## src/rtl/maquina_de_lavar_prog_pkg.sv

```systemverilog
// Shared types for the programmable washing-machine sequencer: state codes,
// default timer width and the "machine busy" helper.
package maquina_pkg;

  localparam int TW_DEF = 16;

  typedef enum logic [2:0] {
    ESPERA      = 3'd0,
    ENCHER      = 3'd1,
    AGITAR      = 3'd2,
    GIRAR       = 3'd3,
    ESVAZIAR    = 3'd4,
    CENTRIFUGAR = 3'd5,
    ERRO        = 3'd6
  } estado_t;

  function automatic logic fase_ocupada(input estado_t e);
    return (e != ESPERA) && (e != ERRO);
  endfunction

endpackage

```

## src/rtl/maquina_de_lavar_prog_if.sv

```systemverilog
// Front-panel, level-sensor and actuator signals of the washer sequencer.
// master = panel/sensor side, slave = sequencer.
interface maquina_if;
  logic       inicio;
  logic       cancelar;
  logic       pausa;
  logic       cheio;
  logic       vazio;
  logic       bomba_agua;
  logic       valvula_saida;
  logic       modo_agitar;
  logic       modo_girar;
  logic       modo_centrifugar;
  logic       ocupado;
  logic       fim;
  logic       erro;
  logic [2:0] estado;
  logic [2:0] passe;

  modport master (
    output inicio, cancelar, pausa, cheio, vazio,
    input  bomba_agua, valvula_saida, modo_agitar, modo_girar, modo_centrifugar,
    input  ocupado, fim, erro, estado, passe
  );

  modport slave (
    input  inicio, cancelar, pausa, cheio, vazio,
    output bomba_agua, valvula_saida, modo_agitar, modo_girar, modo_centrifugar,
    output ocupado, fim, erro, estado, passe
  );
endinterface

```

## src/rtl/maquina_de_lavar_prog_temporizador.sv

```systemverilog
// Phase timer: clear/enable counter that flags when it sits on the
// programmed terminal value (phase length minus one).
module temporizador #(
  parameter int TW = maquina_pkg::TW_DEF
) (
  input  logic          clock,
  input  logic          reset_n,
  input  logic          i_limpar,
  input  logic          i_habilitar,
  input  logic [TW-1:0] i_limite,
  output logic          o_expira
);

  logic [TW-1:0] r_contagem;

  // Counter register: clear has priority over counting.
  always_ff @(posedge clock or negedge reset_n) begin
    if (!reset_n) begin
      r_contagem <= {TW{1'b0}};
    end else if (i_limpar) begin
      r_contagem <= {TW{1'b0}};
    end else if (i_habilitar) begin
      r_contagem <= r_contagem + {{(TW-1){1'b0}}, 1'b1};
    end else begin
      r_contagem <= r_contagem;
    end
  end

  assign o_expira = (r_contagem == i_limite);

endmodule

```

## src/rtl/maquina_de_lavar_prog.sv

```systemverilog
// Programmable washing-machine sequencer (fill/agitate/turn/drain/spin).
// Optional pause feature enabled by defining MAQUINA_PAUSA_EN.
module maquina_de_lavar_prog
  import maquina_pkg::*;
#(
  parameter int TW            = TW_DEF,
  parameter int T_AGITAR      = 100,
  parameter int T_GIRAR       = 50,
  parameter int T_CENTRIFUGAR = 200,
  parameter int T_TIMEOUT     = 1000,
  parameter int N_ENXAGUE     = 2
) (
  input logic      clock,
  input logic      reset_n,
  maquina_if.slave bus
);

  localparam logic [TW-1:0] L_AGITAR      = TW'(T_AGITAR - 1);
  localparam logic [TW-1:0] L_GIRAR       = TW'(T_GIRAR - 1);
  localparam logic [TW-1:0] L_CENTRIFUGAR = TW'(T_CENTRIFUGAR - 1);
  localparam logic [TW-1:0] L_TIMEOUT     = TW'(T_TIMEOUT - 1);
  localparam logic [2:0]    L_ENXAGUE     = 3'(N_ENXAGUE);

  estado_t       r_estado;
  estado_t       w_prox;
  logic [2:0]    r_passe;
  logic [2:0]    w_passe_prox;
  logic          r_abort;
  logic          w_abort_prox;
  logic          r_fim;
  logic          w_fim_prox;
  logic          w_expira;
  logic          w_pausado;
  logic          w_cancela;
  logic [TW-1:0] w_limite;

`ifdef MAQUINA_PAUSA_EN
  assign w_pausado = bus.pausa &&
                     ((r_estado == AGITAR) || (r_estado == GIRAR) || (r_estado == CENTRIFUGAR));
`else
  // Pause disabled: the port is present but has no effect.
  assign w_pausado = bus.pausa & 1'b0;
`endif

  assign w_cancela = bus.cancelar &&
                     ((r_estado == ENCHER) || (r_estado == AGITAR) || (r_estado == GIRAR));

  // Terminal count for the current phase; fill/drain use the timeout.
  always_comb begin
    w_limite = L_TIMEOUT;
    case (r_estado)
      AGITAR:      w_limite = L_AGITAR;
      GIRAR:       w_limite = L_GIRAR;
      CENTRIFUGAR: w_limite = L_CENTRIFUGAR;
      default:     w_limite = L_TIMEOUT;
    endcase
  end

  temporizador #(.TW(TW)) u_temporizador (
    .clock       (clock),
    .reset_n     (reset_n),
    .i_limpar    (w_prox != r_estado),
    .i_habilitar (fase_ocupada(r_estado) && !w_pausado),
    .i_limite    (w_limite),
    .o_expira    (w_expira)
  );

  // Next-state logic: cancel beats sensor, sensor beats timer/timeout.
  always_comb begin
    w_prox       = r_estado;
    w_passe_prox = r_passe;
    w_abort_prox = r_abort;
    w_fim_prox   = 1'b0;
    case (r_estado)
      ESPERA: begin
        if (bus.inicio) begin
          w_prox       = ENCHER;
          w_passe_prox = 3'd0;
          w_abort_prox = 1'b0;
        end else begin
          w_prox = ESPERA;
        end
      end
      ENCHER: begin
        if (w_cancela) begin
          w_prox       = ESVAZIAR;
          w_abort_prox = 1'b1;
        end else if (bus.cheio) begin
          w_prox = AGITAR;
        end else if (w_expira) begin
          w_prox = ERRO;
        end else begin
          w_prox = ENCHER;
        end
      end
      AGITAR: begin
        if (w_cancela) begin
          w_prox       = ESVAZIAR;
          w_abort_prox = 1'b1;
        end else if (w_pausado) begin
          w_prox = AGITAR;
        end else if (w_expira) begin
          w_prox = (r_passe == 3'd0) ? GIRAR : ESVAZIAR;
        end else begin
          w_prox = AGITAR;
        end
      end
      GIRAR: begin
        if (w_cancela) begin
          w_prox       = ESVAZIAR;
          w_abort_prox = 1'b1;
        end else if (w_pausado) begin
          w_prox = GIRAR;
        end else if (w_expira) begin
          w_prox = ESVAZIAR;
        end else begin
          w_prox = GIRAR;
        end
      end
      ESVAZIAR: begin
        if (bus.vazio) begin
          if (r_abort) begin
            w_prox       = ESPERA;
            w_abort_prox = 1'b0;
          end else if (r_passe < L_ENXAGUE) begin
            w_prox       = ENCHER;
            w_passe_prox = r_passe + 3'd1;
          end else begin
            w_prox = CENTRIFUGAR;
          end
        end else if (w_expira) begin
          w_prox = ERRO;
        end else begin
          w_prox = ESVAZIAR;
        end
      end
      CENTRIFUGAR: begin
        if (w_pausado) begin
          w_prox = CENTRIFUGAR;
        end else if (w_expira) begin
          w_prox     = ESPERA;
          w_fim_prox = 1'b1;
        end else begin
          w_prox = CENTRIFUGAR;
        end
      end
      ERRO: begin
        w_prox = ERRO;
      end
      default: begin
        w_prox       = ESPERA;
        w_passe_prox = 3'd0;
        w_abort_prox = 1'b0;
      end
    endcase
  end

  // State, pass counter, abort flag and completion pulse.
  always_ff @(posedge clock or negedge reset_n) begin
    if (!reset_n) begin
      r_estado <= ESPERA;
      r_passe  <= 3'd0;
      r_abort  <= 1'b0;
      r_fim    <= 1'b0;
    end else begin
      r_estado <= w_prox;
      r_passe  <= w_passe_prox;
      r_abort  <= w_abort_prox;
      r_fim    <= w_fim_prox;
    end
  end

  // Moore decode of the state register; a pause idles the motor only.
  always_comb begin
    bus.bomba_agua       = 1'b0;
    bus.valvula_saida    = 1'b0;
    bus.modo_agitar      = 1'b0;
    bus.modo_girar       = 1'b0;
    bus.modo_centrifugar = 1'b0;
    case (r_estado)
      ENCHER:      bus.bomba_agua = 1'b1;
      AGITAR:      bus.modo_agitar = !w_pausado;
      GIRAR:       bus.modo_girar = !w_pausado;
      ESVAZIAR:    bus.valvula_saida = 1'b1;
      CENTRIFUGAR: begin
        bus.valvula_saida    = 1'b1;
        bus.modo_centrifugar = !w_pausado;
      end
      default:     bus.bomba_agua = 1'b0;
    endcase
  end

  assign bus.ocupado = fase_ocupada(r_estado);
  assign bus.erro    = (r_estado == ERRO);
  assign bus.fim     = r_fim;
  assign bus.estado  = r_estado;
  assign bus.passe   = r_passe;

endmodule

```

## src/flat_wrapper.sv

```systemverilog
// flat-port wrapper written by rule: the top's interface ports become plain ports
module maquina_de_lavar_prog_flat import maquina_pkg::*;
#(
  parameter int TW            = TW_DEF,
  parameter int T_AGITAR      = 100,
  parameter int T_GIRAR       = 50,
  parameter int T_CENTRIFUGAR = 200,
  parameter int T_TIMEOUT     = 1000,
  parameter int N_ENXAGUE     = 2
)
  (clock, reset_n, bus_inicio, bus_cancelar, bus_pausa, bus_cheio, bus_vazio, bus_bomba_agua, bus_valvula_saida, bus_modo_agitar, bus_modo_girar, bus_modo_centrifugar, bus_ocupado, bus_fim, bus_erro, bus_estado, bus_passe);
  maquina_if bus_i ();
  input logic clock;
  input logic reset_n;
  input wire logic [$bits(bus_i.inicio)-1:0] bus_inicio;
  input wire logic [$bits(bus_i.cancelar)-1:0] bus_cancelar;
  input wire logic [$bits(bus_i.pausa)-1:0] bus_pausa;
  input wire logic [$bits(bus_i.cheio)-1:0] bus_cheio;
  input wire logic [$bits(bus_i.vazio)-1:0] bus_vazio;
  output wire logic [$bits(bus_i.bomba_agua)-1:0] bus_bomba_agua;
  output wire logic [$bits(bus_i.valvula_saida)-1:0] bus_valvula_saida;
  output wire logic [$bits(bus_i.modo_agitar)-1:0] bus_modo_agitar;
  output wire logic [$bits(bus_i.modo_girar)-1:0] bus_modo_girar;
  output wire logic [$bits(bus_i.modo_centrifugar)-1:0] bus_modo_centrifugar;
  output wire logic [$bits(bus_i.ocupado)-1:0] bus_ocupado;
  output wire logic [$bits(bus_i.fim)-1:0] bus_fim;
  output wire logic [$bits(bus_i.erro)-1:0] bus_erro;
  output wire logic [$bits(bus_i.estado)-1:0] bus_estado;
  output wire logic [$bits(bus_i.passe)-1:0] bus_passe;
  assign bus_i.inicio = bus_inicio;
  assign bus_i.cancelar = bus_cancelar;
  assign bus_i.pausa = bus_pausa;
  assign bus_i.cheio = bus_cheio;
  assign bus_i.vazio = bus_vazio;
  assign bus_bomba_agua = bus_i.bomba_agua;
  assign bus_valvula_saida = bus_i.valvula_saida;
  assign bus_modo_agitar = bus_i.modo_agitar;
  assign bus_modo_girar = bus_i.modo_girar;
  assign bus_modo_centrifugar = bus_i.modo_centrifugar;
  assign bus_ocupado = bus_i.ocupado;
  assign bus_fim = bus_i.fim;
  assign bus_erro = bus_i.erro;
  assign bus_estado = bus_i.estado;
  assign bus_passe = bus_i.passe;
  maquina_de_lavar_prog #(.TW(TW), .T_AGITAR(T_AGITAR), .T_GIRAR(T_GIRAR), .T_CENTRIFUGAR(T_CENTRIFUGAR), .T_TIMEOUT(T_TIMEOUT), .N_ENXAGUE(N_ENXAGUE)) u_core (.clock(clock), .reset_n(reset_n), .bus(bus_i));
endmodule
```

## config.mk

```make
export PLATFORM = sky130hd
export DESIGN_NAME = maquina_de_lavar_prog_flat
export DESIGN_NICKNAME = d
export VERILOG_FILES = /design/src/rtl/maquina_de_lavar_prog_pkg.sv /design/src/rtl/maquina_de_lavar_prog_if.sv /design/src/rtl/maquina_de_lavar_prog_temporizador.sv /design/src/rtl/maquina_de_lavar_prog.sv /design/src/flat_wrapper.sv
export SDC_FILE = /design/constraint.sdc
export NUM_CORES = 1
export LEC_CHECK = 0
export ABC_AREA = 0
export CAP_MARGIN = 0
export CORE_ASPECT_RATIO = 0.5
export CORE_MARGIN = 1
export CORE_UTILIZATION = 60
export DETAILED_ROUTE_END_ITERATION = 16
export PLACE_DENSITY = 0.82
export RECOVER_POWER = 100
export SETUP_SLACK_MARGIN = 0.4
export SLEW_MARGIN = 20
export SYNTH_ARGS = -nofsm -noshare
export SYNTH_HDL_FRONTEND = slang
export SYNTH_SLANG_ARGS = --single-unit
```

## constraint.sdc

```tcl
create_clock -name clock -period 4.45 [get_ports clock]
set_clock_uncertainty 0.05 [all_clocks]
set_input_delay 1.335 -clock clock [delete_from_list [all_inputs] [get_ports clock]]
set_output_delay 1.335 -clock clock [all_outputs]
set_load 0.05 [all_outputs]
```

### Word-level counts from Yosys, hierarchy flattened

Cells that the tools add are included.

| storage, ports and cells | value |
|---|---|
| output and inout port bits | 14 |
| bits in registers | 24 |
| input bits | 7 |
| logic and storage cells | 72 |

| cells by class | value |
|---|---|
| reduce and logical (&&, ||, !) cells | 14 |
| bitwise operators | 2 |
| magnitude comparators | 1 |
| add/subtract/negate cells | 2 |
| equality and inequality tests | 14 |
| mux-type cells | 34 |

Operators with widths:

| kind | count |
|---|---|
| 3-bit two-way mux | 16 |
| 16-bit two-way mux | 2 |
| 10-bit case mux with 3 select lines | 1 |
| 3-bit case mux with 7 select lines | 1 |
| 16-bit by 1-bit adder with 16-bit output, second input constant | 1 |
| 16-bit == test | 1 |
| 1-bit two-way mux | 11 |
| 3-bit == test, second input constant | 3 |
| 3-bit case mux with 3 select lines | 1 |
| 3-bit by 2-bit == test with 1-bit output, second input constant | 2 |
| 3-bit logical NOT | 2 |
| 2-bit inequality test, second input constant | 3 |
| 5-bit AND reduction | 1 |
| 5-bit OR reduction | 1 |
| 2-bit by 1-bit inequality test with 1-bit output, second input constant | 2 |
| 1-bit case mux with 4 select lines | 1 |
| 4-bit AND reduction | 1 |
| 2-bit OR reduction | 2 |
| 3-bit by 1-bit adder with 3-bit output, second input constant | 1 |
| 3-bit by 1-bit == test with 1-bit output, second input constant | 1 |
| 3-bit by 2-bit < comparator with 1-bit output, second input constant | 1 |
| 3-bit inequality test | 1 |
| 3-bit inequality test, second input constant | 1 |
| 3-bit nonzero test | 1 |
| 6 further kinds | 9 |

### Longest topological paths before layout

Gate-level depths: netlist (run 1).

| logic depth | value |
|---|---|
| depth after elaboration | 9 |
| gate-level depth with buffers | 9 |
| gate-level depth less buffers | 8 |

### Hierarchy

A second synthesis (run 1) with hierarchy kept.

| unflattened totals | value |
|---|---|
| cells, all modules | 190 |
| area, all modules | 1724.2 sq um |

Modules (own cells, without submodules):

| module | instances | cells an instance | area each (sq um) | seq. area each (sq um) |
|---|---|---|---|---|
| temporizador | 1 | 104 | 1024.7 | 400.4 |
| maquina_de_lavar_prog | 1 | 86 | 699.4 | 200.2 |

### Worst setup path after synthesis (run 1)

OpenSTA, ideal clock, no wires.

| timing path | value |
|---|---|
| kind | reg-to-output |
| start point | register u_core.r_estado[2], in the netlist u_core.bus.estado[2] |
| end point | output bus_ocupado |
| arrival time | 1.910 ns |
| slack | 1.155 ns |
| required time | 3.065 ns |
| cell stages (with the launch flop) | 5 |
| path buffers | 2 |
| path through | dfrtp_1 -> buf_6 -> nor2b_2 -> or3b_2 -> buf_2 |

| on the way | value |
|---|---|
| word-level cells in the longest chain between the ends | 2 |
| elaborated cells on any way between the ends | 3 |
| those cells by class | eq/ne (1); reduce/logical (2) |

Ends and longest elaborated chain:

| what | line | source |
|---|---|---|
| start: declaration | maquina_de_lavar_prog.sv:24 | `estado_t r_estado;` |
| start signal: assignment | maquina_de_lavar_prog.sv:166 | `r_estado <= w_prox;` |
| 3-bit inequality test / 3-bit nonzero test (equally long branches) | maquina_de_lavar_prog_pkg.sv:18 | `return (e != ESPERA) && (e != ERRO);` |
| 1-bit logical AND * | maquina_de_lavar_prog_pkg.sv:18 |  |
| end: declaration | flat_wrapper.sv:25 | `output wire logic [$bits(bus_i.ocupado)-1:0] bus_ocupado;` |

Mark *: on every way between the ends. The rest lies on a longest branch, timed or not.

### Final worst setup path (run 1)

| timing path | value |
|---|---|
| start point | register u_core.r_estado[2], in the netlist u_core.bus.estado[2] |
| end point | output bus_erro |

| on the way | value |
|---|---|
| word-level cells in the longest chain between the ends | 1 |

Ends and longest elaborated chain:

| what | line | source |
|---|---|---|
| 3-bit == test | maquina_de_lavar_prog.sv:194 | `assign bus.erro = (r_estado == ERRO);` |
| end: declaration | flat_wrapper.sv:27 | `output wire logic [$bits(bus_i.erro)-1:0] bus_erro;` |

No other way between the ends.

==> results of run 1 <==
through the flow:
step / std cells / hold slack [ps]
3_5_place_dp: 248 / 502
2_1_floorplan: 200 / 476
5_1_grt: 252 / 571
6_report: 252 / 523
3_3_place_gp: 248 / 502
4_1_cts: 252 / 521
Yosys cell counts (all sizes together), types with 2 or more instances:
cell	count	share of area
nand2b	6	0.025
nand3b	2	0.0083
inv	11	0.023
xor2	5	0.024
a41o	2	0.011
nand3	9	0.028
xnor2	10	0.049
clkbuf	2	0.0042
a211oi	2	0.018
nor3b	2	0.011
and2	2	0.0069
o21ai	5	0.014
nand2	12	0.025
ha	3	0.021
nor2	22	0.046
o22ai	2	0.010
buf	9	0.038
dfrtp	24	0.33
nor3	21	0.089
mux2i	5	0.028
nor4	2	0.010
nand4	8	0.028
or2	3	0.010
a21oi	6	0.017
nor2b	5	0.019
a21o	2	0.0083
kinds of logic after synthesis:
family                     share of synthesized area
and+or+nand+nor                                0.343
AOI/OAI and AO/OA                              0.131
DFF                                            0.333
buffers and inverters                         0.0652
xor gates and xnor gates                      0.0728
muxes                                         0.0340
adders and majority gates                     0.0208
layout make-up:
type	count	area [sq um]	share of cell area
flip-flops and latches	24	601	0.301
clock buffers	3	41.3	0.0207
multi-input cells	154	1040	0.518
well taps	37	46.3	0.0232
inverters	11	41.3	0.0207
repair buffers	22	203	0.101
clock inverters	1	30.0	0.0150
path summary, 6_finish.rpt:
| path | to | slack (ps) |
|---|---|---|
| max | bus_erro | 440 |
| min in group asynchronous | u_core.bus.estado[0] | 1290 |
| max in group asynchronous | u_core.u_temporizador.r_contagem[15] | 2260 |
| min | u_core.u_temporizador.r_contagem[15] | 520 |
| max reg2reg | u_core.u_temporizador.r_contagem[11] | 1120 |
| min reg2reg | u_core.u_temporizador.r_contagem[15] | 520 |
registers in the layout (all words and copies together), names as in the netlist:
signal                            cells
u_core.u_temporizador.r_contagem     16
u_core.bus.estado                     3
u_core.bus.passe                      3
u_core.bus.fim                        1
u_core.r_abort                        1
layer usage:
| layer | part of all wire | GRT usage | wire [um] | vias to the layer above |
|---|---|---|---|---|
| li1 | - | - | - | 737 |
| met1 | 0.44 | 0.340 | 1810 | 770 |
| met2 | 0.47 | 0.476 | 1900 | 67 |
| met3 | 0.058 | 0.0644 | 238 | 21 |
| met4 | 0.030 | 0.150 | 121 | 0 |
| met5 | 0 | 0 | 0 | - |
report_power, final:
group          internal [mW]  switching (mW)
registers              0.256          0.0869
logic                  0.249           0.479
clock network          0.120          0.0759
total                  0.625           0.641
worst max-delay path: stages, from the launching register on:
cell and delay (ps):
dfrtp_1 570, clkbuf_1 410, inv_1 210, nor2_1 180, nand2_1 120, inv_1 70, clkdlybuf4s50_1 790
==> reports/qor.yml, run 1 <==
clockBufferDepth: 2
holdPathStages: 2
antenna_found_initial: 0
cts_hold_buf: 0
postLayoutCoreUtil: 0.736
grt_use_total: 0.277
cts_htree_levels: 1
synthDistinctLibCells: 55
final_common_cell: "dfrtp_1"
place_area_sq_mm: 0.00199
critPathCaptureType: "output port"
ys_ff_latch: 24
tightest_slew_ps: 1350
area_growth_pct: 10.7
yosysWarnings: 0
path_class: "reg -> out"
drt_pre_antenna_iters: 4
rows: 13
reg2reg_depth: 7
finalHoldViolations: 0
route.detailed.drc: 0
worstPathRequired_ps: 3060
synth_edf_count: 0
synth_nets: 210
grt_pass1_vias: 1415
syn_avg_cell_area_sq_um: 9.02
power_mw: 1.27
dp_hpwl_um: 2880
cts_resized: 0
cts_root_buf: "clkbuf_8"
finalSetupViolCount: 0
die_area_sq_mm: 0.00324
setup_tns_ps: 0
pin_count: 21
post_cts_buffers: 0
place_congestion: 0.870
clock_sinks: 24
die_width_um: 79.6
grt_max_degree: 25
vias_per_cell: 6.33
post-route-min-period_ps: 4010
die_h_um: 40.8
max_freq_ghz: 0.249
synth.cell_area_sq_mm: 0.00180
r2r-start: "u_core.bus.estado[2]"
startpoint: "u_core.bus.estado[2]"
seq_area_frac_synth: 0.333
tritoncts: "yes"
ys_async_sr_fraction: 1.00
fin_crit_sh: 0.901
power_leakage_nw: 0.894
path_max_fanout: 13
fin_area_sq_mm: 0.00200
synthFlopType: "dfrtp_1"
antennaDiodeCount: 0
clkSlewWorstSetupHoldPaths_ps: 90
start_kind: "flop"
power_density_mw_per_mm2: 634
nNetsFinal: 226
port_buffers: 19
insertion_delay_ps: 270
drtIter0Drc: 84
slew_viol_final: 0
drive_above_1_share: 0.112
status: "completed"
overflow: 0
start_util: 0.664
slew_headroom: 0.102
post-place-ws_ps: 943
synthCells: 200
holdCritPathClass: "reg -> reg"
rsz0062_at_grt: "false"
drt-total-wl_um: 4080
grt_pass1_wl_um: 6510
peakVddDrop_uv: 468
hold_start: "u_core.u_temporizador.r_contagem[15]"
avgRoutedWirePerCell_um: 16.2
fillers: 208
setup_ws_ps: 441
ant_nets: 0
vias: 1595
maxCapViolCount: 0
arrival_ps: 2620
layout_common_cells: "24 x dfrtp_1, 22 x nor2_1, 16 x nor3_1"
numCtsBuffers: 3
core-area_sq_mm: 0.00272
(Power assumes the default switching activity.)
==> run 2: changes to the inputs <==
--- a/config.mk
+++ b/config.mk
@@ -13,6 +13,7 @@
 export DETAILED_ROUTE_END_ITERATION = 16
 export PLACE_DENSITY = 0.82
 export RECOVER_POWER = 100
+export REMOVE_ABC_BUFFERS = 1
 export SETUP_SLACK_MARGIN = 0.4
 export SLEW_MARGIN = 20
 export SYNTH_ARGS = -nofsm -noshare
==> reports/qor.yml, run 2 (synthesis results as in run 1) <==
holdCritPathClass: "reg -> reg"
layout_common_cells: "23 x dfrtp_1, 22 x nor2_1, 16 x dlygate4sd3_1"
peakVddDrop_uv: 322
place_congestion: 0.849
cp_cell_sequence: "nand2b_4 > or3b_2 > dlygate4sd3_1"
avgRoutedWirePerCell_um: 14.8
port_buffers: 19
clock_sinks: 24
top_register: "u_core.u_temporizador.r_contagem"
path_class: "reg -> out"
power_leakage_nw: 0.912
grt_pass1_wl_um: 5760
dp.cells: 247
drt-total-wl_um: 3710
tritoncts: "yes"
die_area_sq_mm: 0.00324
postLayoutCoreUtil: 0.746
vias: 1471
arrival_ps: 2510
maxCapViolCount: 0
fin_area_sq_mm: 0.00203
grt_use_total: 0.242
largest_register_ffs: 16
cts_hold_buf: 0
finalHoldViolations: 0
clockBufferDepth: 2
fin_crit_sh: 0.874
cts_root_buf: "clkbuf_8"
finalSetupViolCount: 0
fillers: 205
max_freq_ghz: 0.257
cp_slowest_cell: "dlygate4sd3_1"
clkSlewWorstSetupHoldPaths_ps: 100
status: "completed"
path_max_fanout: 13
rows: 13
drive_above_1_share: 0.140
post-route-min-period_ps: 3890
critPathCaptureType: "output port"
place_area_sq_mm: 0.00198
route.detailed.drc: 0
antenna_found_initial: 0
start_util: 0.664
drt_pre_antenna_iters: 4
insertion_delay_ps: 270
numCtsBuffers: 3
start_kind: "flop"
power_density_mw_per_mm2: 626
hold-worst-slack_ps: 510
rsz0062_at_grt: "false"
worstPathRequired_ps: 3060
tightest_slew_ps: 1330
slew_viol_final: 0
vias_per_cell: 5.86
grt_max_degree: 25
drtIter0Drc: 84
ant_nets: 0
max_stage_delay_ps: 810
overflow: 0
die_h_um: 40.8
grt_pass1_vias: 1255
nNetsFinal: 225
setup_tns_ps: 0
post_cts_buffers: 0
instances_no_fill: 251
cts_htree_levels: 1
dp_hpwl_um: 2530
slew_headroom: 0.113
die_width_um: 79.6
core-area_sq_mm: 0.00272
final_common_cell: "dfrtp_1"
area_growth_pct: 12.3
pin_count: 21
antennaDiodeCount: 0
-- run 2: cell types whose count changed in the layout (fill, tap and decap cells not counted) --
cell | before | now
a221oi_1 | 1 | 0
a221oi_2 | 0 | 1
clkbuf_1 | 2 | 1
clkdlybuf4s50_1 | 3 | 2
dfrtp_1 | 24 | 23
dfrtp_2 | 0 | 1
dlygate4sd3_1 | 15 | 16
mux2_1 | 0 | 1
mux2_2 | 1 | 0
nor3_1 | 16 | 11
nor3_2 | 5 | 10
-- run 2: power by group --
group / leakage, nW / internal, mW / switching [mW]
clock: 0.0357 / 0.120 / 0.0767
combinational: 0.551 / 0.246 / 0.473
sequential: 0.325 / 0.256 / 0.0960
-- run 2: per-stage QoR --
step	setup slack [ps]	power, mW
floorplan	1000	0.889
global placement	827	1.09
detailed placement	823	1.10
CTS	516	1.30
global route	506	1.34
finish	560	1.27
-- run 2: final timing paths --
path | end | startpoint | slack, ps | cells after the start
max | bus_ocupado | u_core.bus.estado[2] | 560 | 3
min | u_core.u_temporizador.r_contagem[15] | u_core.u_temporizador.r_contagem[15] | 510 | 2
max reg2reg | u_core.u_temporizador.r_contagem[14] | u_core.bus.estado[0] | 1340 | 6
min reg2reg | u_core.u_temporizador.r_contagem[15] | u_core.u_temporizador.r_contagem[15] | 510 | 2
max in group asynchronous | u_core.bus.estado[1] | reset_n | 2230 | 1
min in group asynchronous | u_core.u_temporizador.r_contagem[10] | reset_n | 1270 | 1
-- run 2: what timing repair did --
| item | in CTS | in global routing |
|---|---|---|
| endpoints found under the hold margin | 0 | 0 |
| gates resized for setup | 0 | 1 |
| endpoints found under the setup margin | 0 | 1 |
-- run 2: cell type report --
type                       count  area, sq um  share of cell area
multi-input combinational    154         1070               0.527
clock inverter                 1         30.0              0.0148
tap                           37         46.3              0.0228
sequential                    24          602               0.297
clock buffer                   3         41.3              0.0204
timing repair buffer          21          199              0.0981
inverter                      11         41.3              0.0204
-- run 2: routing by layer --
| layer | GRT usage | vias to the layer above | wire length [um] |
|---|---|---|---|
| met5 | 0 | - | 0 |
| met4 | 0.0273 | 0 | 19 |
| met3 | 0.0533 | 2 | 169 |
| met2 | 0.412 | 37 | 1660 |
| met1 | 0.332 | 698 | 1860 |
| li1 | - | 734 | - |
-- run 2: critical path: cells and delay by family (launching register included) --
family                 cells  cell delay (ps)
and+or+nand+nor            2              830
buffers and inverters      1              810
DFF                        1              590
